### src/rtl/multi_pulse_gen_pkg.sv
// Shared definitions for the multi-channel pulse generator: mode encoding,
// default counter width and the width of the channel-select field.
package multi_pulse_gen_pkg;

    typedef enum logic {
        MODE_PERIODIC = 1'b0,
        MODE_ONESHOT  = 1'b1
    } mode_e;

    localparam int unsigned DEFAULT_WIDTH = 26;
    localparam int unsigned LOAD_CH_W     = 4;

endpackage

### src/rtl/pulse_chan.sv
// One pulse channel: threshold register, counter, registered pulse and
// one-shot done flag. pulse_next is exposed so the top can register the OR.
module pulse_chan
    import multi_pulse_gen_pkg::*;
#(
    parameter int unsigned WIDTH = DEFAULT_WIDTH
) (
    input  logic             clk,
    input  logic             resetn,
    input  logic             enable,
    input  logic             mode,
    input  logic             load,
    input  logic [WIDTH-1:0] load_value,
    output logic             pulse_next,
    output logic             pulse,
    output logic             done
);

    localparam logic [WIDTH-1:0] ONE = WIDTH'(1);

    logic [WIDTH-1:0] thr;
    logic [WIDTH-1:0] cnt;
    logic [WIDTH-1:0] thr_next;
    logic [WIDTH-1:0] cnt_next;
    logic             done_next;
    logic             terminal;

    // thr is nonzero wherever terminal is used, so thr - 1 cannot wrap
    assign terminal = (cnt == (thr - ONE));

    always_comb begin
        thr_next   = thr;
        cnt_next   = cnt;
        done_next  = done;
        pulse_next = 1'b0;
        if (load) begin
            thr_next  = load_value;
            cnt_next  = '0;
            done_next = 1'b0;
        end else if (!enable) begin
            cnt_next  = '0;
            done_next = 1'b0;
        end else if (thr == '0) begin
            cnt_next = '0;
        end else if (done) begin
            cnt_next = '0;
            if (mode_e'(mode) == MODE_PERIODIC) begin
                done_next = 1'b0;
            end
        end else if (terminal) begin
            cnt_next   = '0;
            pulse_next = 1'b1;
            if (mode_e'(mode) == MODE_ONESHOT) begin
                done_next = 1'b1;
            end
        end else begin
            cnt_next = cnt + ONE;
        end
    end

    always_ff @(posedge clk) begin
        if (!resetn) begin
            thr   <= '0;
            cnt   <= '0;
            pulse <= 1'b0;
            done  <= 1'b0;
        end else begin
            thr   <= thr_next;
            cnt   <= cnt_next;
            pulse <= pulse_next;
            done  <= done_next;
        end
    end

endmodule

### src/rtl/multi_pulse_gen.sv
// Multi-channel pulse generator top: threshold-load decode, one pulse_chan
// per channel, and a registered OR of all channel pulses.
module multi_pulse_gen
    import multi_pulse_gen_pkg::*;
#(
    parameter int unsigned CHANNELS = 4,
    parameter int unsigned WIDTH    = DEFAULT_WIDTH
) (
    input  logic                 default_clk,
    input  logic                 resetn,
    input  logic [CHANNELS-1:0]  enable,
    input  logic [CHANNELS-1:0]  mode,
    input  logic                 load,
    input  logic [LOAD_CH_W-1:0] load_ch,
    input  logic [WIDTH-1:0]     load_value,
    output logic [CHANNELS-1:0]  pulse,
    output logic [CHANNELS-1:0]  done,
    output logic                 any_pulse
);

    logic [CHANNELS-1:0] pulse_next;

    // Indices at or above CHANNELS match no instance, so such loads are dropped
    for (genvar i = 0; i < CHANNELS; i++) begin : g_chan
        localparam logic [LOAD_CH_W-1:0] IDX = LOAD_CH_W'(i);

        pulse_chan #(
            .WIDTH(WIDTH)
        ) u_chan (
            .clk        (default_clk),
            .resetn     (resetn),
            .enable     (enable[i]),
            .mode       (mode[i]),
            .load       (load && (load_ch == IDX)),
            .load_value (load_value),
            .pulse_next (pulse_next[i]),
            .pulse      (pulse[i]),
            .done       (done[i])
        );
    end

    always_ff @(posedge default_clk) begin
        if (!resetn) begin
            any_pulse <= 1'b0;
        end else begin
            any_pulse <= |pulse_next;
        end
    end

endmodule

### config.mk
export PLATFORM = sky130hd
export DESIGN_NAME = multi_pulse_gen
export DESIGN_NICKNAME = d
export VERILOG_FILES = /design/src/rtl/multi_pulse_gen_pkg.sv /design/src/rtl/pulse_chan.sv /design/src/rtl/multi_pulse_gen.sv
export SDC_FILE = /design/constraint.sdc
export NUM_CORES = 1
export LEC_CHECK = 0
export ABC_AREA = 1
export BUFFER_PORTS_ARGS = -buffer_cell sky130_fd_sc_hd__buf_2
export CORE_ASPECT_RATIO = 0.8
export CORE_MARGIN = 4
export CORE_UTILIZATION = 40
export CTS_CLUSTER_SIZE = 12
export DETAILED_ROUTE_END_ITERATION = 12
export PLACE_DENSITY = 0.64
export REMOVE_ABC_BUFFERS = 1
export SKIP_LAST_GASP = 1
export SYNTH_ARGS = -nofsm -noshare
export SYNTH_HDL_FRONTEND = slang
export SYNTH_SLANG_ARGS = --single-unit
### constraint.sdc
create_clock -name default_clk -period 6.5 [get_ports default_clk]
set_clock_uncertainty 0.1 [all_clocks]
set_input_delay 1.3 -clock default_clk [delete_from_list [all_inputs] [get_ports default_clk]]
set_output_delay 1.3 -clock default_clk [all_outputs]
set_load 0.05 [all_outputs]
==> flow_metrics.py, run 1 <==
metrics = {
    "critical_path": {
        "arrival_ns": 3.52,
        "crit_path_start_kind": "input port",
        "cp-end-kind": "flip-flop",
        "required_ns": 6.85,
        "critPathMaxFanout": 41,
        "worstSetupPathType": "in2reg",
    },
    "clocking": {
        "cts_htree_levels": 1,
        "clkLatencyLatePin_ns": 0.54,
        "cts_buffer_depth": 3,
        "hold_buffers": 0,
        "cts.sinks": 217,
        "clk_pin_slew_worst_paths_ns": 0.06,
        "postCtsSetupRepairBufs": 0,
        "root_buffer": "clkbuf_16",
        "cts_made_buffers": 25,
        "cts_resized": 0,
        "cts_tree": "yes",
    },
    "synth": {
        "synthTopCellsByCount": "nand2_1 (452), nor2_1 (370), inv_1 (237), dfxtp_1 (217), o21ai_0 (127)",
        "ys_ff_latch": 217,
        "syn_area_per_cell_um2": 6.52,
        "synth_top_area_cell": "dfxtp_1",
        "yosysMostFrequentCell": "nand2_1",
        "synth_area_um2": 13500,
        "ys_warn_count": 0,
        "synth_edf_count": 0,
        "yosys-top-cells-area": "dfxtp_1 (32%), nand2_1 (13%), nor2_1 (10%), inv_1 (6.6%), xor2_1 (5.7%)",
        "seq_area_frac_synth_pct": 32.1,
        "synthFlopType": "dfxtp_1",
        "synth-async-reset-ratio_pct": 0,
        "synth_cell_types": 45,
        "synthCells": 2072,
        "synth_top_area_share_pct": 32.1,
    },
    "power": {
        "swShare_pct": 28.1,
        "powerDensity_nw_per_um2": 222,
        "sequentialPowerShare_pct": 41.4,
        "totalPowerFinal_mw": 3.31,
        "p_leak_nw": 6.69,
        "p_int_mw": 2.38,
        "peakVddDrop_mv": 0.180,
        "power_switching_uw": 930,
        "clkPwrFrac_pct": 43.7,
        "p_comb_share_pct": 14.9,
    },
    "run": {
        "drv_cap": 0,
    },
    "timing": {
        "slew_headroom_pct": 25.4,
        "fmax_mhz": 316,
        "period_needed_ns": 3.17,
        "drv_slew": 0,
        "holdWs_ns": 0.381,
        "fin_crit_sh_pct": 48.8,
        "rsz0062_at_grt": "false",
        "finalHoldViolCount": 0,
        "finalSetupViolCount": 0,
        "fin_tns_setup_ns": 0,
        "tightest_slew_ns": 1.12,
    },
    "detailed_routing": {
        "wl_per_cell_um": 14.9,
        "via_count": 12700,
        "remaining_drc_errors": 0,
        "ant_nets": 0,
        "routed_wl_mm": 37.9,
        "avgViaCountPerCell": 5.00,
        "drtIter0Drc": 831,
        "firstDrtPassIters": 7,
    },
    "place": {
        "placed_area_um2": 14100,
        "place.gp.congestion": 0.904,
        "dp_hpwl_mm": 29.2,
        "portBuffers": 49,
    },
    "finish": {
        "fill_cells": 3422,
        "diodes": 0,
        "postLayoutCellArea_um2": 14900,
        "final_util_pct": 45.2,
        "syn2layout_area_growth_pct": 10.2,
        "nets": 2153,
        "layout-drive-gt1-share_pct": 9.93,
    },
    "global_routing": {
        "grt-ovfl-total": 0,
        "grt_pass1_wl_mm": 61.2,
        "first_global_vias": 11500,
        "grt_start_max_net_pins": 60,
        "grt_use_total_pct": 20.5,
        "grt_antenna_before_repair": 0,
    },
    "floorplan": {
        "die_area_um2": 36800,
        "core_area_um2": 32900,
        "initial_core_util_pct": 41.0,
        "die_w_um": 213,
        "die_y_um": 172,
        "io_pins": 50,
        "rows": 59,
    },
    "worst_hold_path": {
        "hp-class": "reg2reg",
    },
    "outcome": {
        "status": "completed",
    },
}
[metal layers]
| metal | GRT usage, % | share of wire, % | up-vias |
|---|---|---|---|
| met5 | 0 | 0 | - |
| met4 | 3.73 | 1.7 | 0 |
| met3 | 2.97 | 4.9 | 38 |
| met2 | 31.7 | 43 | 264 |
| met1 | 30.6 | 51 | 5772 |
| li1 | - | - | 6626 |
[sequential cells by signal, indices dropped and copies added, names as in the netlist]
register,cells
g_chan.u_chan.cnt,104
any_pulse,1
g_chan.u_chan.done,4
g_chan.u_chan.thr,104
g_chan.u_chan.pulse,4
[worst max-delay path, stage by stage]
cell     delay, ns
buf_2         0.07
nor2_1        0.06
inv_1         0.07
nor3_1        0.04
buf_4         0.18
inv_1         0.81
nand4_1       0.27
nor2_1        0.24
nand2_4       0.23
nor3b_1       0.23
[placed cells by master (no fill, tap or decap), types with 4 or more instances in the layout]
cell / count
clkbuf_16: 25
inv_1: 237
o21ai_0: 127
nor3_1: 51
clkbuf_8: 5
xor2_1: 88
nor2_1: 370
nand3_1: 112
dfxtp_1: 217
nand3b_1: 17
inv_2: 7
o2111ai_1: 4
nor3_2: 13
xnor2_1: 52
nor3b_1: 15
clkinv_2: 6
o21bai_1: 6
a21oi_1: 74
nor4_1: 6
nand3_2: 6
nand4_1: 42
a21oi_2: 10
o21ai_1: 7
ha_1: 12
nand2_2: 17
buf_4: 5
nand2_1: 452
nor3b_2: 4
nor2_4: 11
nor2_2: 36
buf_2: 49
[power groups by stage]
| stage | combinational [mW] | sequential [mW] | clock [mW] |
|---|---|---|---|
| floorplan | 0.357 | 1.39 | 0 |
| global placement | 0.482 | 1.40 | 0 |
| detailed placement | 0.489 | 1.40 | 0 |
| CTS | 0.491 | 1.37 | 1.48 |
| global route | 0.562 | 1.37 | 1.53 |
| finish | 0.493 | 1.37 | 1.45 |
[path summary, 6_finish.rpt]
check                          start                       to  slack [ns]  depth (start not counted)
max                       load_ch[3]  g_chan[1].u_chan.cnt[2]        3.33                         10
min          g_chan[1].u_chan.cnt[0]  g_chan[1].u_chan.cnt[0]        0.38                          1
max reg2reg  g_chan[2].u_chan.thr[0]    g_chan[2].u_chan.done        3.66                         14
min reg2reg  g_chan[1].u_chan.cnt[0]  g_chan[1].u_chan.cnt[0]        0.38                          1
[metrics by stage]
stage	cells	worst slack, ns
2_1_floorplan	2019	2.94
3_3_place_gp	2500	2.85
3_5_place_dp	2500	2.79
4_1_cts	2542	3.35
5_1_grt	2542	2.96
6_report	2542	3.33
[cell type report]
class,instances,area [µm²],share of cell area (%)
Sequential cell,217,4340,29.2
Clock buffer,32,702,4.72
Inverter,247,930,6.25
Multi-Input combinational cell,1555,7970,53.5
Clock inverter,10,128,0.857
Timing Repair Buffer,54,283,1.90
Tap cell,427,534,3.59
[logic make-up (layout without fill, tap and decap cells)]
family | count (synthesis) | count (layout) | share of synthesized area (%)
XOR/XNOR | 142 | 142 | 9.41
adder cells (fa/ha/maj) | 12 | 12 | 1.11
AND/OR/NAND/NOR | 1169 | 1169 | 39.2
buffers and inverters | 300 | 343 | 8.94
flip-flops | 217 | 217 | 32.1
AO/OA/AOI/OAI | 232 | 232 | 9.18
Note: power is estimated with default switching activity, not from simulation.
==> inputs of run 2 (changes only) <==
clock period = 3 ns   (was 6.5 ns; I/O delays follow)
==> run 2 against run 1 <==
Compared with the run above:
- sequential cell count is the same
- sequential share of layout area shrank 0.23 points
- design area grew 0.79%
- die area is the same
- register-to-register slack lost 3.3 ns
- sequential power grew 120%
- core utilization grew 0.36 points
- worst setup slack lost 3.0 ns
- non-clock buffer count grew 5
- first-iteration DRC count grew 0.48%
- critical path type is now reg2reg
- via count grew 0.10%
- global-route usage grew 0.12 points
==> flow_metrics.py, run 2 (synthesis results as in run 1) <==
metrics = {
    "detailed_routing": {
        "via_count": 12700,
        "remaining_drc_errors": 0,
        "firstDrtPassIters": 5,
        "avgViaCountPerCell": 4.99,
        "routed_wl_mm": 38.0,
        "ant_nets": 0,
        "drtIter0Drc": 835,
        "wl_per_cell_um": 14.9,
    },
    "power": {
        "peakVddDrop_mv": 0.430,
        "powerDensity_nw_per_um2": 491,
        "totalPowerFinal_mw": 7.36,
        "p_leak_nw": 6.74,
    },
    "clocking": {
        "cts_buffer_depth": 3,
        "hold_buffers": 0,
        "cts_htree_levels": 1,
        "cts.sinks": 217,
        "clkLatencyLatePin_ns": 0.56,
        "root_buffer": "clkbuf_16",
        "cts_tree": "yes",
        "clk_pin_slew_worst_paths_ns": 0.06,
        "cts_resized": 0,
        "postCtsSetupRepairBufs": 0,
        "cts_made_buffers": 26,
    },
    "global_routing": {
        "first_global_vias": 11700,
        "grt_antenna_before_repair": 0,
        "grt_pass1_wl_mm": 61.7,
        "grt-ovfl-total": 0,
        "grt_start_max_net_pins": 99,
        "grt_use_total_pct": 20.6,
    },
    "critical_path": {
        "crit_top_cell": "nand2_1",
        "cp_slowest_cell": "dfxtp_1",
        "r2r_slack_ns": 0.34,
        "path_cells": "inv_1 > ha_1 > nand2_1 > nor2_4 > nand2_2 > o21bai_1 > nand3_1 > nor2_1 > nand2_1 > nor2_1 > nand2_2 > inv_4 > nand2_1 > a21oi_1",
        "cp-end-kind": "flip-flop",
        "slowest_delay_ns": 0.31,
        "crit_path_start_kind": "flip-flop",
        "crit_buf_inv": 2,
        "required_ns": 3.37,
        "crit_family": "simple AND/OR/NAND/NOR gates",
        "worstSetupPathType": "reg2reg",
        "critPathMaxFanout": 27,
        "arrival_ns": 3.04,
    },
    "timing": {
        "slew_headroom_pct": 66.0,
        "drv_slew": 0,
        "fin_crit_sh_pct": 88.8,
        "setup_ws_ns": 0.336,
        "holdWs_ns": 0.247,
        "fin_tns_setup_ns": 0,
        "fmax_mhz": 375,
        "period_needed_ns": 2.66,
        "finalHoldViolCount": 0,
        "finalSetupViolCount": 0,
        "tightest_slew_ns": 0.507,
        "rsz0062_at_grt": "false",
    },
    "outcome": {
        "status": "completed",
    },
    "floorplan": {
        "rows": 59,
        "io_pins": 50,
        "die_area_um2": 36800,
        "initial_core_util_pct": 41.0,
        "die_w_um": 213,
        "core_area_um2": 32900,
        "die_y_um": 172,
    },
    "worst_hold_path": {
        "hp-class": "in2reg",
    },
    "run": {
        "drv_cap": 0,
    },
    "finish": {
        "syn2layout_area_growth_pct": 11.0,
        "final_util_pct": 45.6,
        "layout_commonest_cell": "nand2_1",
        "nets": 2159,
        "diodes": 0,
        "fill_cells": 3429,
        "postLayoutCellArea_um2": 15000,
        "layout-drive-gt1-share_pct": 10.3,
        "final_cell_mix": "nand2_1 (452), nor2_1 (370), inv_1 (237), dfxtp_1 (217), o21ai_0 (127)",
        "final_cell_count_no_fill": 2548,
        "top_regs": "g_chan.u_chan.cnt x104, g_chan.u_chan.thr x104",
    },
    "place": {
        "place.gp.congestion": 0.943,
        "dp_hpwl_mm": 29.0,
        "placed_area_um2": 14100,
        "pre_cts_ws_ns": 0.363,
        "place_inst": 2505,
        "portBuffers": 49,
    },
}
[run 2: cell types whose count changed in the layout (fill, tap and decap cells not counted)]
cell	before	now
clkbuf_8	5	7
clkbuf_1	2	0
clkbuf_16	25	27
clkinv_2	6	4
buf_12	0	1
clkinvlp_4	1	2
buf_4	5	9
[run 2: final timing paths]
check / start / to / depth (start not counted)
hold / removal: enable[2] / g_chan[2].u_chan.done / 3
hold reg to reg: g_chan[0].u_chan.done / g_chan[0].u_chan.done / 2
setup / recovery: g_chan[2].u_chan.thr[0] / g_chan[2].u_chan.done / 14
setup reg to reg: g_chan[2].u_chan.thr[0] / g_chan[2].u_chan.done / 14
[run 2: where the power goes]
group / internal [mW] / switching [mW]
Clock: 2.04 / 1.27
Combinational: 0.351 / 0.720
Sequential: 2.92 / 0.0546
Total: 5.32 / 2.05
[run 2: layout make-up]
cell class	count	area [µm²]	share of cell area [%]
clock buffers	34	772	5.15
clock inverters	9	125	0.834
inverters	247	930	6.20
multi-input cells	1555	7970	53.1
flip-flops and latches	217	4340	29.0
well taps	427	534	3.56
repair buffers	59	333	2.22
[run 2: metal layers]
layer / routed length (µm) / track usage [%] / part of all wire, %
met5: 0 / 0 / 0
met4: 1020 / 5.17 / 2.7
met3: 1890 / 2.83 / 5.0
met2: 15500 / 30.6 / 41
met1: 19500 / 31.4 / 51
[run 2: tightest hold or removal path, stage by stage]
cell and delay [ns]:
buf_2 0.11, o2111ai_1 0.09, a21oi_1 0.04
==> inputs of run 3 (changes only) <==
PLACE_DENSITY = not set   (was 0.64)
==> run 3 against run 2 <==
Compared with the run above:
- sequential power hardly changed
- critical endpoint unchanged
- core utilization decreased by 0.43 points
- first-iteration DRC count up 1.6%
- fmax is 2.5% higher
- largest cell class unchanged
- highest routed layer unchanged
==> flow_metrics.py, run 3 (synthesis results as in run 1) <==
metrics = {
    "floorplan": {
        "initial_core_util_pct": 41.0,
        "io_pins": 50,
        "die_y_um": 172,
        "die_w_um": 213,
        "core_area_um2": 32900,
        "die_area_um2": 36800,
        "rows": 59,
    },
    "clocking": {
        "hold_buffers": 0,
        "cts.sinks": 217,
        "cts_buffer_depth": 3,
        "cts_made_buffers": 24,
        "cts_tree": "yes",
        "root_buffer": "clkbuf_16",
        "cts_htree_levels": 1,
        "clkLatencyLatePin_ns": 0.53,
        "postCtsSetupRepairBufs": 0,
        "cts_resized": 0,
        "clk_pin_slew_worst_paths_ns": 0.06,
    },
    "timing": {
        "setup_ws_ns": 0.402,
        "fin_tns_setup_ns": 0,
        "drv_slew": 0,
        "rsz0062_at_grt": "false",
        "fin_crit_sh_pct": 86.6,
        "slew_headroom_pct": 64.2,
        "finalHoldViolCount": 0,
        "fmax_mhz": 385,
        "tightest_slew_ns": 0.532,
        "period_needed_ns": 2.60,
        "finalSetupViolCount": 0,
    },
    "finish": {
        "top_regs": "g_chan.u_chan.cnt x104, g_chan.u_chan.thr x104",
        "diodes": 0,
        "final_cell_mix": "nand2_1 (452), nor2_1 (370), inv_1 (237), dfxtp_1 (217), o21ai_0 (127)",
        "syn2layout_area_growth_pct": 9.99,
        "nets": 2155,
        "layout-drive-gt1-share_pct": 9.87,
        "layout_commonest_cell": "nand2_1",
        "final_util_pct": 45.1,
        "fill_cells": 3402,
    },
    "global_routing": {
        "grt_start_max_net_pins": 112,
        "first_global_vias": 11500,
        "grt_pass1_wl_mm": 61.1,
        "grt-ovfl-total": 0,
        "grt_antenna_before_repair": 0,
        "grt_use_total_pct": 20.5,
    },
    "detailed_routing": {
        "avgViaCountPerCell": 4.96,
        "routed_wl_mm": 37.8,
        "remaining_drc_errors": 0,
        "drtIter0Drc": 848,
        "ant_nets": 0,
        "wl_per_cell_um": 14.9,
        "firstDrtPassIters": 5,
        "via_count": 12600,
    },
    "outcome": {
        "status": "completed",
    },
    "power": {
        "p_comb_share_pct": 15.3,
        "p_int_mw": 5.00,
        "peakVddDrop_mv": 0.328,
        "clkPwrFrac_pct": 42.0,
        "powerDensity_nw_per_um2": 469,
        "sequentialPowerShare_pct": 42.6,
        "power_switching_mw": 1.98,
        "p_leak_nw": 6.68,
        "swShare_pct": 28.4,
    },
    "place": {
        "dp_hpwl_mm": 29.1,
        "portBuffers": 49,
        "place.gp.congestion": 0.897,
        "pre_cts_ws_ns": 0.424,
    },
    "worst_hold_path": {
        "hp-class": "in2reg",
        "whs_endpoint": "g_chan[2].u_chan.done",
        "holdCritStartpoint": "enable[2]",
        "hold_depth": 3,
    },
    "critical_path": {
        "arrival_ns": 2.96,
        "cp-end-kind": "flip-flop",
        "r2r_slack_ns": 0.40,
        "reg2reg_to": "g_chan[2].u_chan.done",
        "critPathMaxFanout": 27,
        "required_ns": 3.36,
        "reg2reg_from": "g_chan[2].u_chan.thr[0]",
        "crit_path_start_kind": "flip-flop",
        "worstSetupPathType": "reg2reg",
        "worst-r2r-cell-count": 14,
    },
    "run": {
        "drv_cap": 0,
    },
}
-- run 3: cell types whose count changed in the layout (fill, tap and decap cells not counted) --
cell,delta
clkbuf_8,-2
clkinv_2,+1
clkbuf_16,-2
buf_4,-2
bufinv_16,-2
clkbuf_1,+6
clkinvlp_4,-2
-- run 3: metrics by stage --
stage	instance area [µm²]	total power [mW]	hold WS [ns]	std cells
CTS	14900	7.06	0.228	2545
finish	14900	6.98	0.256	2545
global route	14900	7.32	0.262	2545
global placement	14100	4.09	0.358	2503
detailed placement	14100	4.10	0.363	2503
floorplan	13200	3.79	0.340	2019
-- run 3: per-layer routing --
layer,share of wire (%),GRT usage (%)
met5,0,0
met4,3.0,5.40
met3,4.2,2.34
met2,41,30.5
met1,52,31.3
-- run 3: worst max path at each step --
stage                                  startpoint                  endpoint
after floorplan                        load_ch[3]  g_chan[1].u_chan.cnt[23]
after global placement    g_chan[2].u_chan.thr[0]     g_chan[2].u_chan.done
after detailed placement  g_chan[2].u_chan.thr[0]     g_chan[2].u_chan.done
after CTS                 g_chan[2].u_chan.thr[0]     g_chan[2].u_chan.done
after global routing      g_chan[2].u_chan.thr[0]     g_chan[2].u_chan.done
final                     g_chan[2].u_chan.thr[0]     g_chan[2].u_chan.done
-- run 3: power by group through the flow --
| stage | combinational (mW) | sequential [mW] | clock (mW) |
|---|---|---|---|
| after global placement | 1.06 | 3.04 | 0 |
| final | 1.07 | 2.97 | 2.93 |
| after global routing | 1.23 | 2.98 | 3.11 |
| after detailed placement | 1.06 | 3.04 | 0 |
| after CTS | 1.07 | 2.97 | 3.02 |
| after floorplan | 0.774 | 3.02 | 0 |
-- run 3: layout make-up --
class / instances / area [µm²] / area share, %
Multi-Input combinational cell: 1555 / 7970 / 53.6
Sequential cell: 217 / 4340 / 29.2
Inverter: 247 / 930 / 6.25
Clock buffer: 36 / 717 / 4.82
Tap cell: 427 / 534 / 3.59
Timing Repair Buffer: 57 / 318 / 2.14
Clock inverter: 6 / 55.1 / 0.370
-- run 3: worst max-delay path, stage by stage, from the launching register on --
cell and delay [ns]:
dfxtp_1 0.31, inv_1 0.16, ha_1 0.24, nand2_1 0.14, nor2_4 0.22, nand2_2 0.11
o21bai_1 0.15, nand3_1 0.09, nor2_1 0.20, nand2_1 0.09, nor2_1 0.16, nand2_2 0.10
inv_4 0.27, nand2_1 0.09, a21oi_1 0.12
